**src/rtl/iob_reg_wr_arbiter_pkg.sv**
```systemverilog
// Shared types and width helpers for the round-robin register write arbiter.
package iob_reg_wr_arbiter_pkg;

    typedef enum logic {
        ST_IDLE   = 1'b0,
        ST_LOCKED = 1'b1
    } arb_state_e;

    // Index width for ptr, lock_id and owner.
    function automatic int unsigned ptr_w(input int unsigned n_req);
        return (n_req > 1) ? $clog2(n_req) : 1;
    endfunction

    // Saturating idle counter width, able to hold LOCK_MAX.
    function automatic int unsigned cnt_w(input int unsigned lock_max);
        return $clog2(lock_max + 1);
    endfunction

endpackage

```
**src/rtl/iob_reg_wr_arbiter_if.sv**
```systemverilog
// Requester bus of the arbiter: per-requester handshake plus shared register view.
interface iob_reg_wr_arbiter_if
    import iob_reg_wr_arbiter_pkg::*;
#(
    parameter int unsigned N_REQ  = 4,
    parameter int unsigned DATA_W = 32
);
    localparam int unsigned PtrW = ptr_w(N_REQ);

    logic [N_REQ-1:0]        req_valid;
    logic [N_REQ-1:0]        req_lock;
    logic [N_REQ*DATA_W-1:0] req_data;
    logic [N_REQ-1:0]        req_ready;
    logic [DATA_W-1:0]       data_out;
    logic [PtrW-1:0]         owner;
    logic                    upd;
    logic                    locked;

    modport master (
        output req_valid, req_lock, req_data,
        input  req_ready, data_out, owner, upd, locked
    );

    modport slave (
        input  req_valid, req_lock, req_data,
        output req_ready, data_out, owner, upd, locked
    );
endinterface

```
**src/rtl/iob_reg_wr_arbiter_reg.sv**
```systemverilog
// Enabled holding register with async and sync resets to a fixed value.
module iob_reg_wr_arbiter_reg #(
    parameter int unsigned       DATA_W  = 32,
    parameter logic [DATA_W-1:0] RST_VAL = '0
) (
    input  logic              clk_i,
    input  logic              arst_i,
    input  logic              rst_i,
    input  logic              en_i,
    input  logic [DATA_W-1:0] data_i,
    output logic [DATA_W-1:0] data_o
);
    logic [DATA_W-1:0] data_q;

    // Load on enable; either reset restores RST_VAL.
    always_ff @(posedge clk_i or posedge arst_i) begin
        if (arst_i) begin
            data_q <= RST_VAL;
        end else if (rst_i) begin
            data_q <= RST_VAL;
        end else if (en_i) begin
            data_q <= data_i;
        end
    end

    assign data_o = data_q;
endmodule

```
**src/rtl/iob_reg_wr_arbiter.sv**
```systemverilog
// Round-robin write arbiter with optional timed lock, sharing one holding register.
module iob_reg_wr_arbiter
    import iob_reg_wr_arbiter_pkg::*;
#(
    parameter int unsigned       N_REQ    = 4,
    parameter int unsigned       DATA_W   = 32,
    parameter logic [DATA_W-1:0] RST_VAL  = '0,
    parameter int unsigned       LOCK_MAX = 16
) (
    input logic                 clk_i,
    input logic                 rst_i,
    iob_reg_wr_arbiter_if.slave bus_io
);
    localparam int unsigned PtrW = ptr_w(N_REQ);
    localparam int unsigned CntW = cnt_w(LOCK_MAX);

    arb_state_e        state_q, state_d;
    logic [PtrW-1:0]   ptr_q, ptr_d;
    logic [PtrW-1:0]   lock_id_q, lock_id_d;
    logic [CntW-1:0]   idle_cnt_q, idle_cnt_d;
    logic [PtrW-1:0]   owner_q, owner_d;
    logic              upd_q, upd_d;

    logic [N_REQ-1:0]  grant;
    logic              xfer;
    logic [PtrW-1:0]   win_idx;
    logic              win_lock;
    logic [DATA_W-1:0] win_data;
    logic              hit_hi, hit_any;
    logic [PtrW-1:0]   pick_hi, pick_any;

    // Explicit wrap so non-power-of-two N_REQ works.
    function automatic logic [PtrW-1:0] ptr_inc(input logic [PtrW-1:0] idx);
        return (idx == PtrW'(N_REQ - 1)) ? '0 : idx + 1'b1;
    endfunction

    // Masked priority pick: lowest valid index >= ptr, else lowest valid overall.
    always_comb begin
        hit_hi   = 1'b0;
        hit_any  = 1'b0;
        pick_hi  = '0;
        pick_any = '0;
        for (int j = N_REQ - 1; j >= 0; j--) begin
            if (bus_io.req_valid[j]) begin
                hit_any  = 1'b1;
                pick_any = PtrW'(j);
                if (j >= int'(ptr_q)) begin
                    hit_hi  = 1'b1;
                    pick_hi = PtrW'(j);
                end
            end
        end
    end

    // Grant selection; nothing is accepted during reset.
    always_comb begin
        grant   = '0;
        xfer    = 1'b0;
        win_idx = '0;
        if (state_q == ST_LOCKED) begin
            win_idx = lock_id_q;
            xfer    = bus_io.req_valid[lock_id_q];
        end else if (hit_hi) begin
            win_idx = pick_hi;
            xfer    = 1'b1;
        end else if (hit_any) begin
            win_idx = pick_any;
            xfer    = 1'b1;
        end
        if (rst_i) begin
            xfer = 1'b0;
        end
        if (xfer) begin
            grant[win_idx] = 1'b1;
        end
    end

    // Winner's word and lock request.
    always_comb begin
        win_data = '0;
        for (int j = 0; j < N_REQ; j++) begin
            if (j == int'(win_idx)) begin
                win_data = bus_io.req_data[j*DATA_W +: DATA_W];
            end
        end
        win_lock = bus_io.req_lock[win_idx];
    end

    // Next-state logic for the IDLE/LOCKED machine and its bookkeeping.
    always_comb begin
        state_d    = state_q;
        ptr_d      = ptr_q;
        lock_id_d  = lock_id_q;
        idle_cnt_d = idle_cnt_q;
        owner_d    = owner_q;
        upd_d      = xfer;
        if (xfer) begin
            owner_d = win_idx;
            ptr_d   = ptr_inc(win_idx);
        end
        unique case (state_q)
            ST_IDLE: begin
                if (xfer && win_lock) begin
                    state_d    = ST_LOCKED;
                    lock_id_d  = win_idx;
                    idle_cnt_d = '0;
                end
            end
            ST_LOCKED: begin
                if (xfer) begin
                    idle_cnt_d = '0;
                    if (!win_lock) begin
                        state_d = ST_IDLE;
                    end
                end else if (idle_cnt_q >= CntW'(LOCK_MAX - 1)) begin
                    // Forced release after LOCK_MAX idle cycles.
                    state_d    = ST_IDLE;
                    ptr_d      = ptr_inc(lock_id_q);
                    idle_cnt_d = '0;
                end else if (idle_cnt_q != CntW'(LOCK_MAX)) begin
                    idle_cnt_d = idle_cnt_q + 1'b1;
                end
            end
        endcase
    end

    // State and bookkeeping registers with synchronous reset.
    always_ff @(posedge clk_i) begin
        if (rst_i) begin
            state_q    <= ST_IDLE;
            ptr_q      <= '0;
            lock_id_q  <= '0;
            idle_cnt_q <= '0;
            owner_q    <= '0;
            upd_q      <= 1'b0;
        end else begin
            state_q    <= state_d;
            ptr_q      <= ptr_d;
            lock_id_q  <= lock_id_d;
            idle_cnt_q <= idle_cnt_d;
            owner_q    <= owner_d;
            upd_q      <= upd_d;
        end
    end

    logic [DATA_W-1:0] data_q;

    iob_reg_wr_arbiter_reg #(
        .DATA_W  (DATA_W),
        .RST_VAL (RST_VAL)
    ) u_reg (
        .clk_i  (clk_i),
        .arst_i (1'b0),
        .rst_i  (rst_i),
        .en_i   (xfer),
        .data_i (win_data),
        .data_o (data_q)
    );

    assign bus_io.req_ready = grant;
    assign bus_io.data_out  = data_q;
    assign bus_io.owner     = owner_q;
    assign bus_io.upd       = upd_q;
    assign bus_io.locked    = (state_q == ST_LOCKED);
endmodule

```
**src/flat_wrapper.sv**
```systemverilog
// flat-port wrapper written by rule: the top's interface ports become plain ports
module iob_reg_wr_arbiter_flat import iob_reg_wr_arbiter_pkg::*;
#(
    parameter int unsigned       N_REQ    = 4,
    parameter int unsigned       DATA_W   = 32,
    parameter logic [DATA_W-1:0] RST_VAL  = '0,
    parameter int unsigned       LOCK_MAX = 16
)
  (clk_i, rst_i, bus_io_req_valid, bus_io_req_lock, bus_io_req_data, bus_io_req_ready, bus_io_data_out, bus_io_owner, bus_io_upd, bus_io_locked);
  iob_reg_wr_arbiter_if #(.N_REQ(N_REQ), .DATA_W(DATA_W)) bus_io_i ();
  input logic clk_i;
  input logic rst_i;
  input wire logic [$bits(bus_io_i.req_valid)-1:0] bus_io_req_valid;
  input wire logic [$bits(bus_io_i.req_lock)-1:0] bus_io_req_lock;
  input wire logic [$bits(bus_io_i.req_data)-1:0] bus_io_req_data;
  output wire logic [$bits(bus_io_i.req_ready)-1:0] bus_io_req_ready;
  output wire logic [$bits(bus_io_i.data_out)-1:0] bus_io_data_out;
  output wire logic [$bits(bus_io_i.owner)-1:0] bus_io_owner;
  output wire logic [$bits(bus_io_i.upd)-1:0] bus_io_upd;
  output wire logic [$bits(bus_io_i.locked)-1:0] bus_io_locked;
  assign bus_io_i.req_valid = bus_io_req_valid;
  assign bus_io_i.req_lock = bus_io_req_lock;
  assign bus_io_i.req_data = bus_io_req_data;
  assign bus_io_req_ready = bus_io_i.req_ready;
  assign bus_io_data_out = bus_io_i.data_out;
  assign bus_io_owner = bus_io_i.owner;
  assign bus_io_upd = bus_io_i.upd;
  assign bus_io_locked = bus_io_i.locked;
  iob_reg_wr_arbiter #(.N_REQ(N_REQ), .DATA_W(DATA_W), .RST_VAL(RST_VAL), .LOCK_MAX(LOCK_MAX)) u_core (.clk_i(clk_i), .rst_i(rst_i), .bus_io(bus_io_i));
endmodule
```
**config.mk**
```make
export PLATFORM = sky130hd
export DESIGN_NAME = iob_reg_wr_arbiter_flat
export DESIGN_NICKNAME = d
export VERILOG_FILES = /design/src/rtl/iob_reg_wr_arbiter_pkg.sv /design/src/rtl/iob_reg_wr_arbiter_if.sv /design/src/rtl/iob_reg_wr_arbiter_reg.sv /design/src/rtl/iob_reg_wr_arbiter.sv /design/src/flat_wrapper.sv
export SDC_FILE = /design/constraint.sdc
export NUM_CORES = 1
export LEC_CHECK = 0
export BUFFER_PORTS_ARGS = -buffer_cell sky130_fd_sc_hd__buf_2
export CORE_ASPECT_RATIO = 0.6
export CORE_MARGIN = 2
export CORE_UTILIZATION = 41
export CTS_CLUSTER_SIZE = 10
export DETAILED_ROUTE_END_ITERATION = 8
export GPL_ROUTABILITY_DRIVEN = 0
export PLACE_DENSITY = 0.77
export SYNTH_ARGS = -nofsm -noshare
export SYNTH_HDL_FRONTEND = slang
export SYNTH_HIERARCHICAL = 1
export SYNTH_SLANG_ARGS = --single-unit
```
**constraint.sdc**
```tcl
create_clock -name clk_i -period 2.8 [get_ports clk_i]
set_clock_uncertainty 0.2 [all_clocks]
set_input_delay 0.42 -clock clk_i [delete_from_list [all_inputs] [get_ports clk_i]]
set_output_delay 0.42 -clock clk_i [all_outputs]
set_load 0.05 [all_outputs]
```
# Word-level counts from Yosys, hierarchy flattened

Cells that the tools add are included.

Word-level logic and storage cells: 85
ROM bits: 0
Register bits: 45
Output and inout bits: 40
Bits in writable memories: 0
Bits of input ports: 138
Memories kept: 0
Latch bits: 0

Reductions and logical operators: 5
Shift operators: 0
Div/mod/pow operators: 0
Bitwise operators: 1
Muxes and demuxes: 54
Equal/unequal tests: 8
Add/sub/neg operators: 3
$lt $le $gt $ge: 7
$mul: 0

Operator list:

| cell                | count |
|---|---|
| $mux 32             | 4 |
| $mux 2              | 19 |
| $mux 1              | 21 |
| $mux 5              | 4 |
| $pmux 5 s2          | 1 |
| $lt 2x3->1 const B  | 2 |
| $add 5x1->5 const B | 1 |
| $ge 5x4->1 const B  | 1 |
| $ne 5x5->1 const B  | 1 |
| $add 2x1->2 const B | 2 |
| $bmux 1 s2          | 2 |
| $eq 2x2->1 const A  | 2 |
| $eq 2x2->1 const B  | 2 |
| $ge 1x2->1 const A  | 2 |
| $mux 4              | 1 |
| $ne 4x4->1 const B  | 1 |
| $reduce_and 2->1    | 2 |
| $demux 1 s2         | 1 |
| $eq 1x2->1 const A  | 1 |
| $ge 2x1->1 const B  | 1 |
| $ge 2x2->1 const A  | 1 |
| $logic_and 1x1->1   | 2 |
| $logic_not 2->1     | 1 |
| $ne 2x1->1 const B  | 1 |
| 2 further kinds     | 2 |

# Logic depth before layout (Yosys ltp)

Depth in word-level cells: 15
Depth in mapped cells: 15

# Modules after synthesis

Netlist, hierarchy kept.

Modules (own cells, without submodules):

| module                 | seq. area each (sq um) | times used | cells each | area each (sq um) |
|---|---|---|---|---|
| iob_reg_wr_arbiter     | 260.2                  | 1          | 363        | 1964.4 |
| iob_reg_wr_arbiter_reg | 800.8                  | 1          | 104        | 1327.5 |

# Worst setup path before layout

No wires, ideal clock.

Kind: register -> output
Start point: register u_core.ptr_q[1]
End point: output port bus_io_req_ready[2]
Arrival: 2.506 ns
Buffers on the path: 2
Cell stages (with the launch flop): 9
Slack: -0.326 ns
Data required time: 2.180 ns
Path through: dfxtp_1 > inv_2 > a221o_1 > o21a_1 > a21oi_1 > ha_1 > clkbuf_1 > clkbuf_1 > and2_1

Longest elaborated chain between the ends: 14
Elaborated cells on any way between the ends: 26
Classes of those cells: order compare (5); mux (20); reduce/logical (1)

Ends and longest elaborated chain:

| item                                                                  | RTL line                  | RTL |
|---|---|---|
| start: declaration                                                    | iob_reg_wr_arbiter.sv:18  | `logic [PtrW-1:0] ptr_q, ptr_d;` |
| start signal: assignment                                              | iob_reg_wr_arbiter.sv:138 | `ptr_q <= ptr_d;` |
| $ge 2x2->1                                                            | iob_reg_wr_arbiter.sv:47  | `if (j >= int'(ptr_q)) begin` |
| $mux 2 / $mux 1 (equally long branches)                               | iob_reg_wr_arbiter.sv:47  |  |
| $mux 2 / $mux 1 (equally long branches)                               | iob_reg_wr_arbiter.sv:44  | `if (bus_io.req_valid[j]) begin` |
| $mux 2 / $mux 1 (equally long branches)                               | iob_reg_wr_arbiter.sv:47  |  |
| $mux 2 / $mux 1 (equally long branches)                               | iob_reg_wr_arbiter.sv:44  |  |
| $mux 2 / $mux 1 (equally long branches)                               | iob_reg_wr_arbiter.sv:47  |  |
| $mux 2 / $mux 1 (equally long branches)                               | iob_reg_wr_arbiter.sv:44  |  |
| $mux 2                                                                | iob_reg_wr_arbiter.sv:63  | `end else if (hit_hi) begin` |
| $mux 2                                                                | iob_reg_wr_arbiter.sv:60  | `if (state_q == ST_LOCKED) begin` |
| $lt 2x3->1 (not written as such) / $ge 2x1->1 (equally long branches) | iob_reg_wr_arbiter.sv:74  | `grant[win_idx] = 1'b1;` |
| $logic_and 1x1->1 (not written as such)                               | iob_reg_wr_arbiter.sv:74  |  |
| $mux 1 (not written as such)                                          | iob_reg_wr_arbiter.sv:74  |  |
| $demux 1 s2                                                           | -                         |  |
| $mux 4 (*)                                                            | iob_reg_wr_arbiter.sv:73  | `if (xfer) begin` |
| end: declaration                                                      | flat_wrapper.sv:16        | `output wire logic [$bits(bus_io_i.req_ready)-1:0] bus_io_req_ready;` |

Mark *: on every way between the ends. The rest lies on a longest branch, timed or not.

# Worst setup path in the final report

Start point: register u_core.ptr_q[1]
End point: output port bus_io_req_ready[1]

Longest elaborated chain between the ends: 14
Elaborated cells on any way between the ends: 26
Classes of those cells: order compare (5); mux (20); reduce/logical (1)

Ends and longest elaborated chain:

| item                                                                  | RTL line                 | RTL |
|---|---|---|
| $ge 2x2->1                                                            | iob_reg_wr_arbiter.sv:47 |  |
| $mux 2 / $mux 1 (equally long branches)                               | iob_reg_wr_arbiter.sv:47 |  |
| $mux 2 / $mux 1 (equally long branches)                               | iob_reg_wr_arbiter.sv:44 |  |
| $mux 2 / $mux 1 (equally long branches)                               | iob_reg_wr_arbiter.sv:47 |  |
| $mux 2 / $mux 1 (equally long branches)                               | iob_reg_wr_arbiter.sv:44 |  |
| $mux 2 / $mux 1 (equally long branches)                               | iob_reg_wr_arbiter.sv:47 |  |
| $mux 2 / $mux 1 (equally long branches)                               | iob_reg_wr_arbiter.sv:44 |  |
| $mux 2 (*)                                                            | iob_reg_wr_arbiter.sv:63 |  |
| $mux 2 (*)                                                            | iob_reg_wr_arbiter.sv:60 |  |
| named net u_core.win_idx[0]                                           | iob_reg_wr_arbiter.sv:26 | `logic [PtrW-1:0] win_idx;` |
| $lt 2x3->1 (not written as such) / $ge 2x1->1 (equally long branches) | iob_reg_wr_arbiter.sv:74 |  |
| $logic_and 1x1->1 (not written as such)                               | iob_reg_wr_arbiter.sv:74 |  |
| $mux 1 (not written as such)                                          | iob_reg_wr_arbiter.sv:74 |  |
| $demux 1 s2 (*)                                                       | -                        |  |
| $mux 4 (*)                                                            | iob_reg_wr_arbiter.sv:73 |  |

The timed path passes the listed nets; every way through them passes the cells marked *.

==> results.sh <==
export IMPL_status="complete, no violations"
export IMPL_synthesis_area_um2=3290
export IMPL_postSynthCellCount=467
export IMPL_htree_levels=2
export IMPL_whs_ns=0.289
export IMPL_ys_flop_type="dfrtp_1"
export IMPL_nFillCells=719
export IMPL_ys_seq_area_share_pct=32.2
export IMPL_drt_iter0_markers=130
export IMPL_ys_types=41
export IMPL_worstPathArrival_ns=2.17
export IMPL_core_area_um2=7820
export IMPL_track_usage_pct=24.1
export IMPL_clock_path_buffers=2
export IMPL_max_stage_delay_ns=0.39
export IMPL_cp_start_kind="flop"
export IMPL_syn_avg_cell_area_um2=7.05
export IMPL_initial_core_util_pct=42.1
export IMPL_overflow=0
export IMPL_period_needed_ns=2.79
export IMPL_drc=0
export IMPL_clk_pin_slew_worst_paths_ns=0.06
export IMPL_grt_pass1_vias=3704
export IMPL_tritoncts="done"
export IMPL_synth_top_family_by_area="simple AND/OR/NAND/NOR gates"
export IMPL_boundaryPins=178
export IMPL_slew_violations=0
export IMPL_synth_edf_count=0
export IMPL_yosysWarnings=6
export IMPL_vias_per_cell=5.15
export IMPL_synth_xor_area_share_pct=0
export IMPL_wire_per_inst_um=14.5
export IMPL_critPathRequiredTime_ns=2.18
export IMPL_synth_compound_area_share_pct=20.7
export IMPL_path_buf_inv=4
export IMPL_area_growth_pct=47.4
export IMPL_grt_max_degree=45
export IMPL_port_buffers=177
export IMPL_rsz0062_at_grt="yes"
export IMPL_yosys_area_share_simple_pct=24.7
export IMPL_grt_pass1_wl_um=17200
export IMPL_hpwl_um=7840
export IMPL_setup_tns_final_ns=0
export IMPL_timing_worst_setup_path_type="reg -> out"
export IMPL_worst_pin_slew_ns=0.569
export IMPL_synth_adder_area_share_pct=3.04
export IMPL_ir_drop_mv=0.532
export IMPL_hp_class="reg -> reg"
export IMPL_slowest_stage="dfxtp_4"
export IMPL_numCtsBuffers=5
export IMPL_p_leak_uw=0.00243
export IMPL_first_pass_iters=5
export IMPL_finalSetupViolCount=0
export IMPL_crit_path_cell_trace="inv_4 > a221o_1 > o21a_1 > a21oi_4 > inv_2 > ha_4 > buf_12 > and2_4 > buf_8"
export IMPL_hold_viol=0
export IMPL_syn_nets=613
export IMPL_layout_commonest_cell="buf_2"
export IMPL_fin_nets=793
export IMPL_timing_fmax_ghz=0.358
export IMPL_cts_root_buf="clkbuf_16"
export IMPL_clk_latency_ns=0.28
export IMPL_end_kind="output port"
export IMPL_cp_max_fo=9
export IMPL_async_reset_ff_share_pct=71.1
export IMPL_power_density_nw_per_um2=1110
export IMPL_wl_um=11000
export IMPL_worst_slack_ns=0.00755
export IMPL_mostFrequentLayoutCells="buf_2, nor2_1, nand2_1"
export IMPL_vias=3896
export IMPL_timing_final_crit_share_pct=99.7
export IMPL_multi_input_area_um2=2220
export IMPL_rows=25
export IMPL_die_area_um2=8790
export IMPL_rrSetupSlack_ns=0.07
export IMPL_post_place_ws_ns=-0.0357
export IMPL_ff_latch_area_um2=1070
export IMPL_drive_gt1_share_pct=41.7
export IMPL_synthMuxAreaShare_pct=11.9
export IMPL_ys_ff_latch=45
export IMPL_dieWidth_um=120
export IMPL_slew_headroom_pct=61.5
export IMPL_maxCapViolations=0
export IMPL_ant_nets=0
export IMPL_cts_sinks=45
export IMPL_die_h_um=73.4
export IMPL_antenna_found_initial=1
export IMPL_critPathTopFamily="compound AO/OA/AOI/OAI gates"
[state kept, by name, indices dropped and copies added (netlist names)]
signal                flops
u_core/ptr_q              2
u_core/u_reg/data_o      32
u_core/bus_io.owner       2
u_core/lock_id_q          2
u_core/bus_io.locked      1
u_core/idle_cnt_q         5
u_core/bus_io.upd         1
[layout make-up]
class / instances / area share, %
clock inverter: 1 / 0.619
tap: 108 / 2.78
sequential: 45 / 22.0
inverter: 13 / 1.06
clock buffer: 7 / 2.94
multi-input combinational: 374 / 45.7
timing repair buffer: 208 / 24.9
antenna: 1 / 0.0516
[through the flow]
step	total power (µW)	std cells	instance area, µm²	utilization [%]
finish	5390	757	4850	62.1
global route	5790	757	4850	62.1
CTS	4970	752	4610	59.0
detailed placement	4160	741	4360	55.7
global placement	4080	741	4360	55.7
floorplan	3330	467	3310	-
[cells in the mapped netlist (3+ instances only)]
cell      instances  area (µm²)
nor2_1          110         413
a21oi_1          74         370
nand2_1          70         263
mux2i_1          37         370
o21ai_0          35         175
dfrtp_1          32         801
clkbuf_1         28         105
dfxtp_1          13         260
inv_1            11        41.3
ha_1              8         100
and2_1            5        31.3
o21ai_1           5        25.0
nand2b_1          4        25.0
buf_12            3        60.1
[report_power, final]
| group | leakage (µW) | switching (µW) | internal, µW |
|---|---|---|---|
| Sequential | 0.000544 | 151 | 834 |
| Clock | 0.0000841 | 244 | 446 |
| Combinational | 0.00180 | 2330 | 1380 |
[final timing paths]
path | start | to | depth (start not counted)
worst max-delay path | u_core/ptr_q[1] | bus_io_req_ready[1] | 9
worst max register to register | u_core/ptr_q[1] | u_core/u_reg/data_o[29] | 14
worst min register to register | u_core/idle_cnt_q[4] | u_core/idle_cnt_q[4] | 2
worst min-delay path | u_core/idle_cnt_q[4] | u_core/idle_cnt_q[4] | 2
[kinds of logic after synthesis]
logic type,Yosys count
buffers and inverters,48
adder cells (fa/ha/maj),8
other,1
AO/OA/AOI/OAI,126
multiplexers,38
flip-flops,45
AND/OR/NAND/NOR,201
[worst min-delay path, stage by stage (launching register included)]
cell,delay [ns]
dfxtp_1,0.31
inv_1,0.07
o22ai_1,0.06
[metal layers]
| metal | track usage (%) | wire [µm] | vias up |
|---|---|---|---|
| li1 | - | - | 1925 |
| met1 | 30.5 | 4760 | 1826 |
| met2 | 42.2 | 5370 | 132 |
| met3 | 5.98 | 777 | 13 |
| met4 | 5.88 | 80 | 0 |
| met5 | 0 | 0 | - |
[what timing repair did]
item,CTS,global route
pin swaps,3,10
setup buffers,3,5
endpoints found under the setup margin,11,32
gates resized for setup,13,82
hold buffers,0,0
Power figures use the tool's default switching activity.
